[src/rtl/mmio_uart_tx.sv]
// Memory-mapped 8N1 UART transmitter with a small store FIFO and a pollable status register.
// state | meaning
// IDLE  | line high, waiting for a queued byte
// START | driving the start bit (0)
// DATA  | shifting out 8 data bits, LSB first
// STOP  | driving the stop bit (1); chains straight into START if more bytes wait
module mmio_uart_tx #(
  parameter logic [7:0] DATA_ADDR    = 8'hFF,
  parameter logic [7:0] STAT_ADDR    = 8'hFE,
  parameter int         CLKS_PER_BIT = 16,
  parameter int         FIFO_DEPTH   = 4
) (
  input  logic       clk,
  input  logic       rst,
  input  logic [7:0] mem_addr,
  input  logic       mem_wr_en,
  input  logic [7:0] mem_wr_data,
  output logic [7:0] rd_data,
  output logic       rd_hit,
  output logic       tx
);

  localparam int PW = $clog2(FIFO_DEPTH);
  localparam int CW = PW + 1;
  localparam int BW = $clog2(CLKS_PER_BIT);
  localparam logic [BW-1:0] BAUD_MAX = BW'(CLKS_PER_BIT - 1);
  localparam logic [CW-1:0] DEPTH_C  = CW'(FIFO_DEPTH);

  typedef enum logic [1:0] {S_IDLE, S_START, S_DATA, S_STOP} state_t;

  state_t          state_q, state_d;
  logic [BW-1:0]   baud_q, baud_d;
  logic [2:0]      bit_q, bit_d;
  logic [7:0]      shift_q, shift_d;
  logic            tx_q, tx_d;
  logic            ovf_q, ovf_d;
  logic [PW-1:0]   wr_ptr_q, wr_ptr_d;
  logic [PW-1:0]   rd_ptr_q, rd_ptr_d;
  logic [CW-1:0]   count_q, count_d;
  logic [7:0]      fifo_q [FIFO_DEPTH];

  logic pop, push_req, push_ok, stat_clr, baud_done, fifo_nonempty;

  assign baud_done     = (baud_q == BAUD_MAX);
  assign fifo_nonempty = (count_q != '0);
  assign push_req      = mem_wr_en && (mem_addr == DATA_ADDR);
  assign stat_clr      = mem_wr_en && (mem_addr == STAT_ADDR) && mem_wr_data[3];
  // A pop on the same edge frees a slot, so a push into a full FIFO still lands.
  assign push_ok       = push_req && ((count_q < DEPTH_C) || pop);

  always_comb begin
    state_d = state_q;
    baud_d  = baud_q;
    bit_d   = bit_q;
    shift_d = shift_q;
    tx_d    = tx_q;
    pop     = 1'b0;
    case (state_q)
      S_IDLE: begin
        tx_d = 1'b1;
        if (fifo_nonempty) begin
          pop     = 1'b1;
          shift_d = fifo_q[rd_ptr_q];
          tx_d    = 1'b0;
          baud_d  = '0;
          state_d = S_START;
        end
      end
      S_START: begin
        if (baud_done) begin
          baud_d  = '0;
          tx_d    = shift_q[0];
          bit_d   = '0;
          state_d = S_DATA;
        end else begin
          baud_d = baud_q + BW'(1);
        end
      end
      S_DATA: begin
        if (baud_done) begin
          baud_d = '0;
          if (bit_q == 3'd7) begin
            tx_d    = 1'b1;
            state_d = S_STOP;
          end else begin
            shift_d = {1'b0, shift_q[7:1]};
            tx_d    = shift_q[1];
            bit_d   = bit_q + 3'd1;
          end
        end else begin
          baud_d = baud_q + BW'(1);
        end
      end
      S_STOP: begin
        if (baud_done) begin
          baud_d = '0;
          if (fifo_nonempty) begin
            pop     = 1'b1;
            shift_d = fifo_q[rd_ptr_q];
            tx_d    = 1'b0;
            state_d = S_START;
          end else begin
            tx_d    = 1'b1;
            state_d = S_IDLE;
          end
        end else begin
          baud_d = baud_q + BW'(1);
        end
      end
      default: begin
        tx_d    = 1'b1;
        state_d = S_IDLE;
      end
    endcase
  end

  always_comb begin
    wr_ptr_d = wr_ptr_q;
    rd_ptr_d = rd_ptr_q;
    count_d  = count_q;
    ovf_d    = ovf_q;
    if (push_ok) wr_ptr_d = wr_ptr_q + PW'(1);
    if (pop)     rd_ptr_d = rd_ptr_q + PW'(1);
    if (push_ok && !pop)      count_d = count_q + CW'(1);
    else if (pop && !push_ok) count_d = count_q - CW'(1);
    // Set is applied after clear so a fresh overflow on the same edge survives.
    if (stat_clr)              ovf_d = 1'b0;
    if (push_req && !push_ok)  ovf_d = 1'b1;
  end

  always_ff @(posedge clk) begin
    if (rst) begin
      state_q  <= S_IDLE;
      baud_q   <= '0;
      bit_q    <= '0;
      shift_q  <= '0;
      tx_q     <= 1'b1;
      ovf_q    <= 1'b0;
      wr_ptr_q <= '0;
      rd_ptr_q <= '0;
      count_q  <= '0;
    end else begin
      state_q  <= state_d;
      baud_q   <= baud_d;
      bit_q    <= bit_d;
      shift_q  <= shift_d;
      tx_q     <= tx_d;
      ovf_q    <= ovf_d;
      wr_ptr_q <= wr_ptr_d;
      rd_ptr_q <= rd_ptr_d;
      count_q  <= count_d;
    end
  end

  always_ff @(posedge clk) begin
    if (!rst && push_ok) fifo_q[wr_ptr_q] <= mem_wr_data;
  end

  assign tx      = tx_q;
  assign rd_hit  = (mem_addr == STAT_ADDR);
  assign rd_data = rd_hit ? {4'b0000, ovf_q, (state_q != S_IDLE), (count_q == DEPTH_C), !fifo_nonempty}
                          : 8'h00;

endmodule
[config.mk]
export PLATFORM = sky130hd
export DESIGN_NAME = mmio_uart_tx
export DESIGN_NICKNAME = d
export VERILOG_FILES = /design/src/rtl/mmio_uart_tx.sv
export SDC_FILE = /design/constraint.sdc
export NUM_CORES = 1
export LEC_CHECK = 0
export BUFFER_PORTS_ARGS = -buffer_cell sky130_fd_sc_hd__buf_2
export CAP_MARGIN = 25
export CORE_UTILIZATION = 30
export DETAILED_ROUTE_END_ITERATION = 8
export SLEW_MARGIN = 0
export SYNTH_ARGS = -nofsm -noshare
export SYNTH_HDL_FRONTEND = slang
export SYNTH_SLANG_ARGS = --single-unit
[constraint.sdc]
create_clock -name clk -period 3.7 [get_ports clk]
set_clock_uncertainty 0.15 [all_clocks]
set_input_delay 0.37 -clock clk [delete_from_list [all_inputs] [get_ports clk]]
set_output_delay 0.37 -clock clk [all_outputs]
set_load 0.02 [all_outputs]
==> results.yml, run 1 <==
sta:
  drv_slew: 0
  fin_setup_tns_ns: 0
  fin_crit_ns: 2.96
  tightest_slew_ns: 0.843
  min_period_over_period: 0.801
  setup_violations: 0
  setup_ws_ns: 0.735
  max_slew_margin: 0.438
  finalHoldViolCount: 0
  timing.fmax_mhz: 337
  rsz0062_at_grt: "false"
synthesis:
  yosysSeqAreaShare: 0.524
  netlist_area_um2: 2900
  synth_most_common_cell: "edfxtp_1"
  synth_top_area_frac: 0.331
  synthArstFlopShare: 0
  synth_edf_count: 32
  synthDistinctLibCells: 52
  yosys_register_bits: 60
  syn_inst: 232
  synth_area_leaders: "edfxtp_1, dfxtp_1, mux4_2"
  synth_common_cells: "edfxtp_1, dfxtp_1, a21oi_1, o21ai_0"
  synth_ff_type: "edfxtp_1"
  ys_warn_count: 0
  yosysTopAreaCell: "edfxtp_1"
  syn_area_per_cell_um2: 12.5
worst_setup_path:
  critPathMaxStageDelay_ns: 0.49
  crit_family: "adder cells"
  crit_arrival_ns: 3.09
  cp.depth: 10
  crit_path_max_fanout: 12
  slowest_stage: "o311a_2"
  r2r_start: "state_q[1]"
  critPathLaunch: "state_q[1]"
  crit_buf_inv: 2
  worstRegToRegCells: 10
  cp-end-kind: "register"
  required_ns: 3.82
  path_cells: "inv_1 -> ha_1 -> o311a_2 -> nor2_1 -> ha_1 -> inv_1 -> fa_1 -> xor2_1 -> or3_1 -> a21oi_1"
  setup.worst_path.start_class: "register"
  path_class: "register to register"
global_routing:
  grt_pass1_wl_um: 8820
  grt_use_total: 0.117
  antenna_found_initial: 0
  grt_overflow: 0
  grt_pass1_vias: 1802
  grt_max_degree: 29
placed_design:
  place.gp.congestion: 0.672
  preCtsSetupSlack_ns: 0.740
  dp_hpwl_um: 3610
  port_buffers: 24
  place_area_um2: 3090
layout:
  stdcell_area_um2: 3260
  num-fill-cells: 959
  nNetsFinal: 290
  diodes: 0
  final_layout_size_suffix_gt1_frac: 0.260
  area.growth.synth_to_final_pct: 12.5
cts:
  clockBufferDepth: 2
  clock-sinks: 60
  cts_buffers: 9
  post-cts-setup-buffer-count: 0
  ctsRootBufferMaster: "clkbuf_8"
  cts_resized: 0
  clock_latency_ns: 0.34
  hold_buffers: 0
  cts_tree: "done"
  htree_levels: 3
  clkTransAtPathRegs_ns: 0.07
floorplanning:
  rows: 35
  die_h_um: 100
  die_area_um2: 10100
  die_w_um: 100
  core_area_um2: 9280
  start_util: 0.313
  io_pins: 29
route:
  dr.pass1.iters: 4
  wl_per_cell_um: 13.3
  first_iter_violations: 132
  via_per_inst: 4.75
  postRouteAntennaNets: 0
  routed_wirelength_um: 5220
  drcViolationCount: 0
  vias: 1859
worst_hold_path:
  min-delay-start: "mem_wr_data[6]"
  min_path_type: "primary input to register"
  whs_path_depth: 1
outcome:
  status: "complete, no violations"
power_and_ir_drop:
  power_density_nw_per_um2: 671
  leakage_nw: 1.13
  irDropWorstVdd_uv: 238
flow_run:
  maxCapViolCount: 0
[where the power goes]
part | internal, W | switching [W]
Clock | 0.000244 | 0.000274
Combinational | 0.000368 | 0.000416
Sequential | 0.000787 | 0.000101
[layout by cell type, fill, tap and decap left out, types with 4 or more instances in the layout]
cell,count
nand4_1,4
dfxtp_1,28
clkbuf_8,9
mux2_2,7
o21ai_0,17
mux4_2,8
nor2_1,13
and2_1,7
conb_1,4
a21oi_1,19
buf_2,24
or3_1,4
ha_1,13
inv_1,9
edfxtp_1,32
nand2_1,4
nand3_1,12
[area by class of cell]
cell class / count / area [um^2] / area share
Sequential cell: 60 / 1520 / 0.466
Multi-Input combinational cell: 152 / 1240 / 0.381
Tap cell: 129 / 161 / 0.0495
Timing Repair Buffer: 25 / 128 / 0.0391
Clock buffer: 9 / 124 / 0.0380
Clock inverter: 7 / 52.6 / 0.0161
Inverter: 9 / 33.8 / 0.0104
[worst reg2reg max path, delay by kind of cell (launching register included)]
family / cells / cell delay [ns]
buffers and inverters: 2 / 0.17
AO/OA/AOI/OAI: 2 / 0.62
adder cells (fa/ha/maj): 3 / 0.97
XOR/XNOR: 1 / 0.16
flip-flops: 1 / 0.40
AND/OR/NAND/NOR: 2 / 0.43
[stage by stage]
stage | instances | util | hold WS [ns] | power, W
6_report | 391 | 0.351 | 0.0946 | 0.00219
5_1_grt | 391 | 0.351 | 0.0804 | 0.00237
4_1_cts | 391 | 0.351 | 0.0773 | 0.00222
3_5_place_dp | 375 | 0.332 | 0.300 | 0.00170
3_3_place_gp | 375 | 0.332 | 0.302 | 0.00168
2_1_floorplan | 235 | - | 0.292 | 0.00154
[routing by layer]
layer	part of all wire	track usage
met1	0.48	0.152
met4	0.018	0.0468
met3	0.041	0.0425
met5	0	0
met2	0.46	0.175
[final timing paths]
path                       end  slack (ns)
hold reg to reg     shift_q[6]        0.32
setup reg to reg    count_q[2]        0.74
setup / recovery    count_q[2]        0.74
hold / removal    fifo_q[1][6]        0.09
[cells by family after synthesis]
group / synth area share
simple gates: 0.141
flops: 0.524
compound gates: 0.110
buf+inv: 0.0513
mux: 0.0962
fa+ha+maj: 0.0630
xor+xnor: 0.0121
other cells: 0.00129
[state kept, by name (all words and copies together), names as in the netlist, named ones only]
name      cells
wr_ptr_q      2
count_q       3
bit_q         3
fifo_q       32
shift_q       8
tx            1
baud_q        4
ovf_q         1
rd_ptr_q      2
state_q       2
No activity file was read; power rests on OpenSTA's default activity.
==> inputs of run 2 (changes only) <==
- ABC_AREA: not set -> 1
- clock period: 3.7 -> 2.8 ns (I/O delays scaled with it)
==> run 2 against run 1 <==
Against the previous run: cell count increased by 29%; sequential share of layout area decreased by 2.3 points; cell area rose by 5.2%; routed wire length increased by 7.9%; global-route usage grew 0.57 points; largest cell class unchanged; highest routed layer unchanged.
==> results.yml, run 2 <==
synthesis:
  ys_warn_count: 0
  synth_ff_type: "edfxtp_1"
  synth_area_leaders: "edfxtp_1, dfxtp_1, nand2_1"
  synth_edf_count: 32
  synthDistinctLibCells: 29
  syn_area_per_cell_um2: 8.71
  netlist_area_um2: 2900
  synth_top_area_frac: 0.331
  yosysTopAreaCell: "edfxtp_1"
  yosys_register_bits: 60
  yosysSeqAreaShare: 0.525
  syn_inst: 333
  synthArstFlopShare: 0
  synth_common_cells: "nand2_1, edfxtp_1, nor2_1, dfxtp_1, nand3_1"
  synth_most_common_cell: "nand2_1"
route:
  vias: 2231
  postRouteAntennaNets: 0
  first_iter_violations: 71
  drcViolationCount: 0
  dr.pass1.iters: 4
  via_per_inst: 4.41
  routed_wirelength_um: 5630
  wl_per_cell_um: 11.1
global_routing:
  grt_pass1_wl_um: 9430
  grt_overflow: 0
  antenna_found_initial: 0
  grt_use_total: 0.122
  grt_max_degree: 18
  grt_pass1_vias: 2091
cts:
  clkTransAtPathRegs_ns: 0.07
  cts_buffers: 9
  cts_tree: "done"
  clock_latency_ns: 0.34
  clockBufferDepth: 2
  htree_levels: 3
  post-cts-setup-buffer-count: 0
  ctsRootBufferMaster: "clkbuf_8"
  clock-sinks: 60
floorplanning:
  die_w_um: 100
  core_area_um2: 9280
  die_h_um: 100
  io_pins: 29
  start_util: 0.312
  rows: 35
  die_area_um2: 10100
sta:
  timing.fmax_mhz: 383
  fin_setup_tns_ns: 0
  fin_crit_ns: 2.61
  rsz0062_at_grt: "false"
  min_period_over_period: 0.931
  drv_slew: 0
  finalHoldViolCount: 0
  setup_violations: 0
worst_setup_path:
  crit_buf_inv: 2
  crit_arrival_ns: 2.68
  cp-end-kind: "register"
  crit_family: "adder cells"
  slowest_stage: "dfxtp_1"
  crit_path_max_fanout: 5
  path_cells: "inv_1 -> ha_1 -> a21oi_1 -> nand2_2 -> nand2_1 -> and2_1 -> ha_1 -> inv_1 -> fa_1 -> a21oi_1 -> o21ai_0 -> o21ai_0 -> a21oi_1"
  setup.worst_path.start_class: "register"
  required_ns: 2.87
  critPathMaxStageDelay_ns: 0.39
  cpMostUsedCell: "a21oi_1"
  path_class: "register to register"
layout:
  num-fill-cells: 960
  diodes: 0
  multi_input_area_um2: 1190
  final_common_cell: "nand2_1"
  area.growth.synth_to_final_pct: 18.4
  final_layout_size_suffix_gt1_frac: 0.186
  stdcell_area_um2: 3430
  reg.largest.list: "fifo_q (32), shift_q (8), baud_q (4)"
  top_register: "fifo_q"
  largest_reg_flops: 32
  nNetsFinal: 405
  layout_common_cells: "nand2_1, nor2_1, edfxtp_1, nand3_1"
  regArea_um2: 1520
power_and_ir_drop:
  power_density_nw_per_um2: 795
  irDropWorstVdd_uv: 319
  leakage_nw: 1.43
  p_sw_frac: 0.365
  p_sw_w: 0.000996
  internal_power_w: 0.00173
  pwr-share-seq: 0.394
  combPwrFrac: 0.321
  pwr-share-clk: 0.285
placed_design:
  dp_hpwl_um: 3880
  place.gp.congestion: 0.742
  place_area_um2: 3160
  port_buffers: 24
outcome:
  status: "complete, no violations"
flow_run:
  maxCapViolCount: 0
worst_hold_path:
  min_path_type: "primary input to register"
[run 2: cell count changes in the layout (fill, tap and decap cells not counted), sizes merged, moves of 7 or more]
| cell | change |
|---|---|
| dlygate4sd3 | +7 |
| nor2 | +22 |
| mux2 | -7 |
| mux4 | -8 |
| inv | +21 |
| nand2 | +86 |
| a21oi | +9 |
| nand3 | +17 |
[run 2: routing by layer]
layer	GRT usage	routed length [um]
met5	0	0
met2	0.202	2730
met1	0.145	2670
met3	0.0230	139
met4	0.0803	89
[run 2: cells by family after synthesis]
group,Yosys count,synth area share
AO/OA/AOI/OAI,46,0.0816
other,1,0.00129
flip-flops,60,0.525
buffers and inverters,43,0.0673
adder cells (fa/ha/maj),14,0.0630
XOR/XNOR,2,0.00604
AND/OR/NAND/NOR,167,0.256
[run 2: path summary, 6_finish.rpt]
kind	cells past startpoint	to	slack, ns	start
max	13	count_q[2]	0.19	state_q[1]
min reg2reg	2	shift_q[5]	0.31	shift_q[5]
max reg2reg	13	count_q[2]	0.19	state_q[1]
min	1	fifo_q[3][3]	0.05	mem_wr_data[3]
[run 2: power by group through the flow]
stage	registers (W)	clock network [W]	logic [W]
floorplan	0.00108	0	0.000705
global placement	0.00109	0	0.000861
detailed placement	0.00109	0	0.000870
CTS	0.00108	0.000803	0.000883
global route	0.00109	0.000840	0.00101
finish	0.00108	0.000777	0.000875
[run 2: area by class of cell]
type                       count  share of cell area
clock buffer                   9              0.0361
clock inverter                 7              0.0222
inverter                      30              0.0328
multi-input combinational    233               0.348
sequential                    60               0.444
tap                          129              0.0470
timing repair buffer          38              0.0707
[run 2: repair_timing]
action | CTS | global route
hold buffers | 7 | 0
endpoints found under the hold margin | 28 | 0
resized for setup | 0 | 1
endpoints found under the setup margin | 0 | 1
[run 2: metrics by stage]
stage	utilization	setup WS (ns)	cells	power (W)	hold WS [ns]
after global routing	0.370	0.0121	506	0.00293	0.0298
final	0.370	0.192	506	0.00273	0.0469
after global placement	0.341	0.305	483	0.00195	0.298
after detailed placement	0.341	0.185	483	0.00196	0.300
after floorplan	-	0.308	336	0.00179	0.229
after CTS	0.370	0.164	506	0.00276	0.0155
